## src/rtl/wrr_stream_arbiter_pkg.sv

```systemverilog
// Shared types and helpers for the packet-locked weighted round-robin stream arbiter.
package stream_arb_pkg;

  typedef enum logic {
    IDLE   = 1'b0,
    LOCKED = 1'b1
  } arb_state_t;

  localparam int unsigned MAX_STREAMS      = 32'd32;
  localparam int unsigned ONEHOT_IDX_W     = 32'd5;
  // A programmed weight of zero still earns one packet per round.
  localparam int unsigned WEIGHT_ZERO_LOAD = 32'd1;

  function automatic logic [ONEHOT_IDX_W-1:0] onehot_to_idx(input logic [MAX_STREAMS-1:0] onehot);
    logic [ONEHOT_IDX_W-1:0] idx;
    idx = {ONEHOT_IDX_W{1'b0}};
    for (int i = 0; i < int'(MAX_STREAMS); i++) begin
      idx = idx | (onehot[i] ? ONEHOT_IDX_W'(i) : {ONEHOT_IDX_W{1'b0}});
    end
    return idx;
  endfunction

endpackage

```

## src/rtl/wrr_stream_arbiter_if.sv

```systemverilog
// Request/grant bundle between the stream sources and the weighted round-robin arbiter.
interface wrr_stream_arbiter_if #(
  parameter int STREAM_COUNT = 4,
  parameter int WEIGHT_W     = 4,
  parameter int IDX_W        = $clog2(STREAM_COUNT)
);

  logic [STREAM_COUNT-1:0]          req;
  logic [STREAM_COUNT*WEIGHT_W-1:0] qos;
  logic                             xfer;
  logic                             last;
  logic [STREAM_COUNT-1:0]          grant;
  logic [IDX_W-1:0]                 grant_idx;
  logic                             busy;

  modport master (
    output req, qos, xfer, last,
    input  grant, grant_idx, busy
  );

  modport slave (
    input  req, qos, xfer, last,
    output grant, grant_idx, busy
  );

endinterface

```

## src/rtl/wrr_stream_arbiter_prio.sv

```systemverilog
// Fixed-priority picker: one-hot grant of the lowest-indexed set request bit.
module simple_priority_arbiter #(
  parameter int N = 4
) (
  input  logic [N-1:0] req,
  output logic [N-1:0] grant
);

  // Two's-complement trick isolates the lowest set bit.
  assign grant = req & (~req + N'(1));

endmodule

```

## src/rtl/wrr_stream_arbiter.sv

```systemverilog
// Weighted round-robin arbiter over N streams; a grant is held for a whole packet
// and the next packet is arbitrated in the cycle the current one finishes.
module wrr_stream_arbiter
  import stream_arb_pkg::*;
#(
  parameter int STREAM_COUNT = 4,
  parameter int WEIGHT_W     = 4,
  parameter int IDX_W        = $clog2(STREAM_COUNT)
) (
  input logic                 clk,
  input logic                 nrst,
  wrr_stream_arbiter_if.slave bus
);

  localparam logic [STREAM_COUNT-1:0] PTR_RESET = {1'b1, {(STREAM_COUNT-1){1'b0}}};
  localparam logic [WEIGHT_W-1:0]     CREDIT_ZERO = {WEIGHT_W{1'b0}};

  arb_state_t                state_r, state_nxt_s;
  logic [STREAM_COUNT-1:0]   grant_r, grant_nxt_s;
  logic [IDX_W-1:0]          grant_idx_r, grant_idx_nxt_s;
  logic [STREAM_COUNT-1:0]   ptr_r, ptr_nxt_s;
  logic [WEIGHT_W-1:0]       credit_r     [STREAM_COUNT];
  logic [WEIGHT_W-1:0]       credit_dec_s [STREAM_COUNT];
  logic [WEIGHT_W-1:0]       credit_nxt_s [STREAM_COUNT];
  logic [WEIGHT_W-1:0]       weight_s     [STREAM_COUNT];

  logic [STREAM_COUNT-1:0]   elig_s;
  logic [STREAM_COUNT-1:0]   pool_s;
  logic [STREAM_COUNT-1:0]   mask_s;
  logic [STREAM_COUNT-1:0]   masked_pool_s;
  logic [STREAM_COUNT-1:0]   pick_masked_s;
  logic [STREAM_COUNT-1:0]   pick_unmasked_s;
  logic [STREAM_COUNT-1:0]   pick_s;
  logic [IDX_W-1:0]          pick_idx_s;
  logic                      finish_s;
  logic                      arb_s;
  logic                      reload_s;

  // Post-completion credit, normalized weights and the eligible set.
  always_comb begin
    finish_s = (state_r == LOCKED) && bus.xfer && bus.last;
    for (int i = 0; i < STREAM_COUNT; i++) begin
      weight_s[i] = bus.qos[i*WEIGHT_W +: WEIGHT_W];
      if (weight_s[i] == CREDIT_ZERO) begin
        weight_s[i] = WEIGHT_W'(WEIGHT_ZERO_LOAD);
      end else begin
        weight_s[i] = bus.qos[i*WEIGHT_W +: WEIGHT_W];
      end
      if (finish_s && grant_r[i] && (credit_r[i] != CREDIT_ZERO)) begin
        credit_dec_s[i] = credit_r[i] - WEIGHT_W'(1);
      end else begin
        credit_dec_s[i] = credit_r[i];
      end
      elig_s[i] = bus.req[i] && (credit_dec_s[i] != CREDIT_ZERO);
    end
  end

  // Arbitration trigger, round reload and the candidate pool.
  always_comb begin
    arb_s    = ((state_r == IDLE) || finish_s) && (|bus.req);
    reload_s = arb_s && (elig_s == {STREAM_COUNT{1'b0}});
    pool_s   = reload_s ? bus.req : elig_s;
    for (int i = 0; i < STREAM_COUNT; i++) begin
      credit_nxt_s[i] = reload_s ? weight_s[i] : credit_dec_s[i];
    end
  end

  // Keep only streams strictly after the pointer; fall back to the full pool on wrap.
  assign mask_s        = ~(ptr_r | (ptr_r - STREAM_COUNT'(1)));
  assign masked_pool_s = pool_s & mask_s;

  simple_priority_arbiter #(.N(STREAM_COUNT)) u_pick_masked (
    .req   (masked_pool_s),
    .grant (pick_masked_s)
  );

  simple_priority_arbiter #(.N(STREAM_COUNT)) u_pick_unmasked (
    .req   (pool_s),
    .grant (pick_unmasked_s)
  );

  assign pick_s     = (|masked_pool_s) ? pick_masked_s : pick_unmasked_s;
  assign pick_idx_s = IDX_W'(onehot_to_idx(MAX_STREAMS'(pick_s)));

  // Next-state and grant decode.
  always_comb begin
    state_nxt_s     = state_r;
    grant_nxt_s     = grant_r;
    grant_idx_nxt_s = grant_idx_r;
    ptr_nxt_s       = ptr_r;
    case (state_r)
      IDLE: begin
        if (arb_s) begin
          state_nxt_s     = LOCKED;
          grant_nxt_s     = pick_s;
          grant_idx_nxt_s = pick_idx_s;
          ptr_nxt_s       = pick_s;
        end else begin
          state_nxt_s     = IDLE;
          grant_nxt_s     = {STREAM_COUNT{1'b0}};
          grant_idx_nxt_s = {IDX_W{1'b0}};
        end
      end
      LOCKED: begin
        if (arb_s) begin
          state_nxt_s     = LOCKED;
          grant_nxt_s     = pick_s;
          grant_idx_nxt_s = pick_idx_s;
          ptr_nxt_s       = pick_s;
        end else if (finish_s) begin
          state_nxt_s     = IDLE;
          grant_nxt_s     = {STREAM_COUNT{1'b0}};
          grant_idx_nxt_s = {IDX_W{1'b0}};
        end else begin
          state_nxt_s     = LOCKED;
        end
      end
      default: begin
        state_nxt_s     = IDLE;
        grant_nxt_s     = {STREAM_COUNT{1'b0}};
        grant_idx_nxt_s = {IDX_W{1'b0}};
        ptr_nxt_s       = PTR_RESET;
      end
    endcase
  end

  // State, grant, pointer and credit registers.
  always_ff @(posedge clk or negedge nrst) begin
    if (!nrst) begin
      state_r     <= IDLE;
      grant_r     <= {STREAM_COUNT{1'b0}};
      grant_idx_r <= {IDX_W{1'b0}};
      ptr_r       <= PTR_RESET;
      for (int i = 0; i < STREAM_COUNT; i++) begin
        credit_r[i] <= CREDIT_ZERO;
      end
    end else begin
      state_r     <= state_nxt_s;
      grant_r     <= grant_nxt_s;
      grant_idx_r <= grant_idx_nxt_s;
      ptr_r       <= ptr_nxt_s;
      for (int i = 0; i < STREAM_COUNT; i++) begin
        credit_r[i] <= credit_nxt_s[i];
      end
    end
  end

  assign bus.grant     = grant_r;
  assign bus.grant_idx = grant_idx_r;
  assign bus.busy      = (state_r == LOCKED);

endmodule

```

## src/flat_wrapper.sv

```systemverilog
// flat-port wrapper written by rule: the top's interface ports become plain ports
module wrr_stream_arbiter_flat import stream_arb_pkg::*;
#(
  parameter int STREAM_COUNT = 4,
  parameter int WEIGHT_W     = 4,
  parameter int IDX_W        = $clog2(STREAM_COUNT)
)
  (clk, nrst, bus_req, bus_qos, bus_xfer, bus_last, bus_grant, bus_grant_idx, bus_busy);
  wrr_stream_arbiter_if #(.STREAM_COUNT(STREAM_COUNT), .WEIGHT_W(WEIGHT_W), .IDX_W(IDX_W)) bus_i ();
  input logic clk;
  input logic nrst;
  input wire logic [$bits(bus_i.req)-1:0] bus_req;
  input wire logic [$bits(bus_i.qos)-1:0] bus_qos;
  input wire logic [$bits(bus_i.xfer)-1:0] bus_xfer;
  input wire logic [$bits(bus_i.last)-1:0] bus_last;
  output wire logic [$bits(bus_i.grant)-1:0] bus_grant;
  output wire logic [$bits(bus_i.grant_idx)-1:0] bus_grant_idx;
  output wire logic [$bits(bus_i.busy)-1:0] bus_busy;
  assign bus_i.req = bus_req;
  assign bus_i.qos = bus_qos;
  assign bus_i.xfer = bus_xfer;
  assign bus_i.last = bus_last;
  assign bus_grant = bus_i.grant;
  assign bus_grant_idx = bus_i.grant_idx;
  assign bus_busy = bus_i.busy;
  wrr_stream_arbiter #(.STREAM_COUNT(STREAM_COUNT), .WEIGHT_W(WEIGHT_W), .IDX_W(IDX_W)) u_core (.clk(clk), .nrst(nrst), .bus(bus_i));
endmodule
```

## config.mk

```make
export PLATFORM = sky130hd
export DESIGN_NAME = wrr_stream_arbiter_flat
export DESIGN_NICKNAME = d
export VERILOG_FILES = /design/src/rtl/wrr_stream_arbiter_pkg.sv /design/src/rtl/wrr_stream_arbiter_if.sv /design/src/rtl/wrr_stream_arbiter_prio.sv /design/src/rtl/wrr_stream_arbiter.sv /design/src/flat_wrapper.sv
export SDC_FILE = /design/constraint.sdc
export NUM_CORES = 1
export LEC_CHECK = 0
export BUFFER_PORTS_ARGS = -buffer_cell sky130_fd_sc_hd__buf_4
export CAP_MARGIN = 40
export CORE_ASPECT_RATIO = 0.8
export CORE_MARGIN = 3
export CORE_UTILIZATION = 40
export DETAILED_ROUTE_END_ITERATION = 8
export GPL_TIMING_DRIVEN = 0
export PLACE_DENSITY = 0.66
export SETUP_SLACK_MARGIN = 0.1
export SLEW_MARGIN = 30
export SYNTH_ARGS = -nofsm -noshare
export SYNTH_HDL_FRONTEND = slang
export SYNTH_SLANG_ARGS = --single-unit
```

## constraint.sdc

```tcl
create_clock -name clk -period 3.8 [get_ports clk]
set_input_delay 0.38 -clock clk [delete_from_list [all_inputs] [get_ports clk]]
set_output_delay 0.38 -clock clk [all_outputs]
set_load 0.01 [all_outputs]
```

==> results.md <==
* Worst setup startpoint: u_core.credit_r[4]$_DFF_PN0_
* Area of the multi-input gates at 988 um^2
* Clock Skew at 0.00358 ns
* I/O pin cnt at 31
* CTS resizes at 0
* Met1 usage at 0.250
* Synth Flop Type: dfrtp_1
* R2R depth at 11
* P_sw at 553 uW
* P_int at 812 uW
* Max_slew headroom at 0.658
* Reg2reg start: u_core.credit_r[4]$_DFF_PN0_
* Number of global-route vias before repair at 1496
* Post-CTS Hold Fix Bufs at 0
* Startpoint types: flop
* Clock Sinks at 27
* Clock H-tree levels at 1
* Area contributors post-synth: dfrtp_1, nand2_1, o21ai_0
* CP arrival at 2.90 ns
* I/O Buffers at 30
* Final period util at 0.722
* Count of flip-flops with a built-in enable after synthesis at 0
* Routed Antenna Nets at 0
* Share of cells above drive strength 1 at 0.183
* Critical path fanouts, max at 7
* Clk slew on worst S/H paths at 0.09 ns
* Setup violators final at 0
* DRT Wirelength at 3900 um
* RSZ-0062 raised after global routing: false
* Critical Path End Type: flop
* CTS tree: done
* Clock tree buffer depth at 2
* GRT overflow at 0
* Status: complete, no violations
* Setup tns final at 0 ns
* Root buffer cell: clkbuf_8
* Seq/Total Area, Yosys at 0.390
* Pwr dens at 659 nW/um^2
* Syn nets at 234
* Max Freq at 364 MHz
* Top cell type's share of synthesized area at 0.375
* Final Util at 0.521
* Row cnt at 20
* Post-DP HPWL at 3060 um
* Top cells by count, synth: nand2_1, dfrtp_1, o21ai_0
* CTS Buf Count at 3
* Synth area leader: dfrtp_1
* Setup slack, reg-to-reg at 1.06 ns
* Synthesized instance count at 206
* Critical path type: reg -> reg
* Comb pwr share at 0.471
* Die ar. at 5170 um^2
* HP Class: in -> async
* Final Hold Viols at 0
* Avg Synthesized Cell Area at 8.42 um^2
* Final slew viol count at 0
* DRC Markers at 0
* Initial antenna violation count at 0
* Clk pwr share at 0.122
* Placer Congestion at 0.823
* Die span in x at 79.6 um
* Diode count at 0
* Ys async rst share at 1.00
* First-pass GRT wire length at 6900 um
* GR peak layer: met2
* Worst endpoint required time at 3.95 ns
* Grt met2 use at 0.252
* Iter 0 DRT Violations at 57
* Routed len/inst at 13.2 um
* Layout Area Growth over Synthesis at 19.6%
* Top-count cell post-synth: nand2_1
* Worst-Margin Slew at 0.513 ns
* R2r endpoint: u_core.bus.grant_idx[1]$_DFFE_PN0P_
* Synth Cell Area at 1730 um^2
* Leakage Power at 0.000905 uW
* DR pass1 iterations at 4
* NumNets Final at 269
* Register Area at 677 um^2
* Number of distinct library cells after synthesis at 44
* Synth warn at 0
* Die Ht at 64.9 um
* Synth Register Bits at 27
* Routed via count at 1587
* Switching Share at 0.405
* Post-CTS Setup Bufs at 0
* Max IR drop VDD at 0.376 mV
* Largest net degree at the start of global routing at 28
* Design Power at 1370 uW
* Fill cells at 393
* GR Layer Usage met3 at 0.0347
* Avg Vias per Cell at 5.38
* Crit path time final at 2.74 ns
* Worst skew pair latency at 0.27 ns
* GR Util All Layers at 0.170
* Core region area at 3980 um^2
* Reg power frac at 0.408
* Initial cell density of the core at 0.436
* Max-Cap Viols at 0
per-layer routing:
metal / routed length [um] / part of all wire
met5: 0 / 0
met4: 37 / 0.0095
met3: 158 / 0.041
met2: 1690 / 0.43
met1: 2010 / 0.52
registers in the layout, indices dropped and copies added (netlist names):
signal,count
u_core.credit_r,16
u_core.bus.busy,1
u_core.ptr_r,4
u_core.bus.grant_idx,2
u_core.bus.grant,4
critical path, stage by stage (launching register included):
cell and delay [ns]:
dfrtp_1 0.43, inv_1 0.06, ha_1 0.24, xor2_1 0.14, or3_1 0.35, and3_1 0.18
buf_6 0.13, or3_1 0.34, o22ai_1 0.24, nor3_1 0.09, o211ai_1 0.30, nand3_1 0.12
placed cells by master, fill, tap and decap left out, types with 2 or more instances in the layout:
cell type  synthesis  routed
clkbuf_1           4       5
a21o_1             3       3
o21ai_0           25      25
and2_1             2       2
dfrtp_1           26      26
nor3b_1            3       3
nand2_1           38      38
mux2_2             4       4
xor2_1             4       4
nor2b_1            3       3
inv_1             10      10
and4_1             2       2
ha_1               4       4
xnor2_1            9       9
clkbuf_8           0       3
nand2b_1           2       2
buf_4              0      30
nor4_1             7       7
a21oi_1            6       6
nor3_1             8       8
o211ai_1           2       2
nor2_1             8       8
nand4_1            7       7
or3_1              3       3
nand3_1            5       5
metrics by stage:
stage	instances	instance area [um^2]	setup slack, ns	hold slack [ns]
2_1_floorplan	206	1730	1.32	0.0844
6_report	295	2070	1.06	0.00432
3_3_place_gp	291	2030	1.08	0.314
5_1_grt	295	2070	0.840	0.0225
3_5_place_dp	291	2030	1.07	0.316
4_1_cts	295	2070	1.06	0.00565
how the worst max path moves through the flow:
| stage | slack [ns] | end | cells after the start |
|---|---|---|---|
| 2_1_floorplan | 1.32 | u_core.bus.grant_idx[0]$_DFFE_PN0P_ | 11 |
| 3_3_place_gp | 1.08 | u_core.bus.grant_idx[0]$_DFFE_PN0P_ | 11 |
| 3_5_place_dp | 1.07 | u_core.bus.grant_idx[1]$_DFFE_PN0P_ | 11 |
| 4_1_cts | 1.06 | u_core.bus.grant_idx[1]$_DFFE_PN0P_ | 11 |
| 5_1_grt | 0.84 | u_core.bus.grant_idx[0]$_DFFE_PN0P_ | 10 |
| 6_report | 1.06 | u_core.bus.grant_idx[1]$_DFFE_PN0P_ | 11 |
power by group through the flow:
stage | Sequential (uW) | Clock, uW | Combinational [uW]
finish | 557 | 166 | 643
CTS | 557 | 177 | 647
global route | 583 | 182 | 738
floorplan | 544 | 0 | 474
detailed placement | 564 | 0 | 644
global placement | 559 | 0 | 638
logic make-up after synthesis:
logic type	share of synthesized area
compound gates	0.157
xor+xnor	0.0657
fa+ha+maj	0.0346
buf+inv	0.0397
flops	0.390
mux	0.0260
simple gates	0.286
final cells by class:
type                            instances  share of cell area
Multi-Input combinational cell        163               0.477
Sequential cell                        27               0.326
Timing Repair Buffer                   30               0.109
Tap cell                               55              0.0332
Clock buffer                            4              0.0217
Inverter                               10              0.0181
Buffer                                  6              0.0151
No activity file was read; power rests on OpenSTA's default activity.
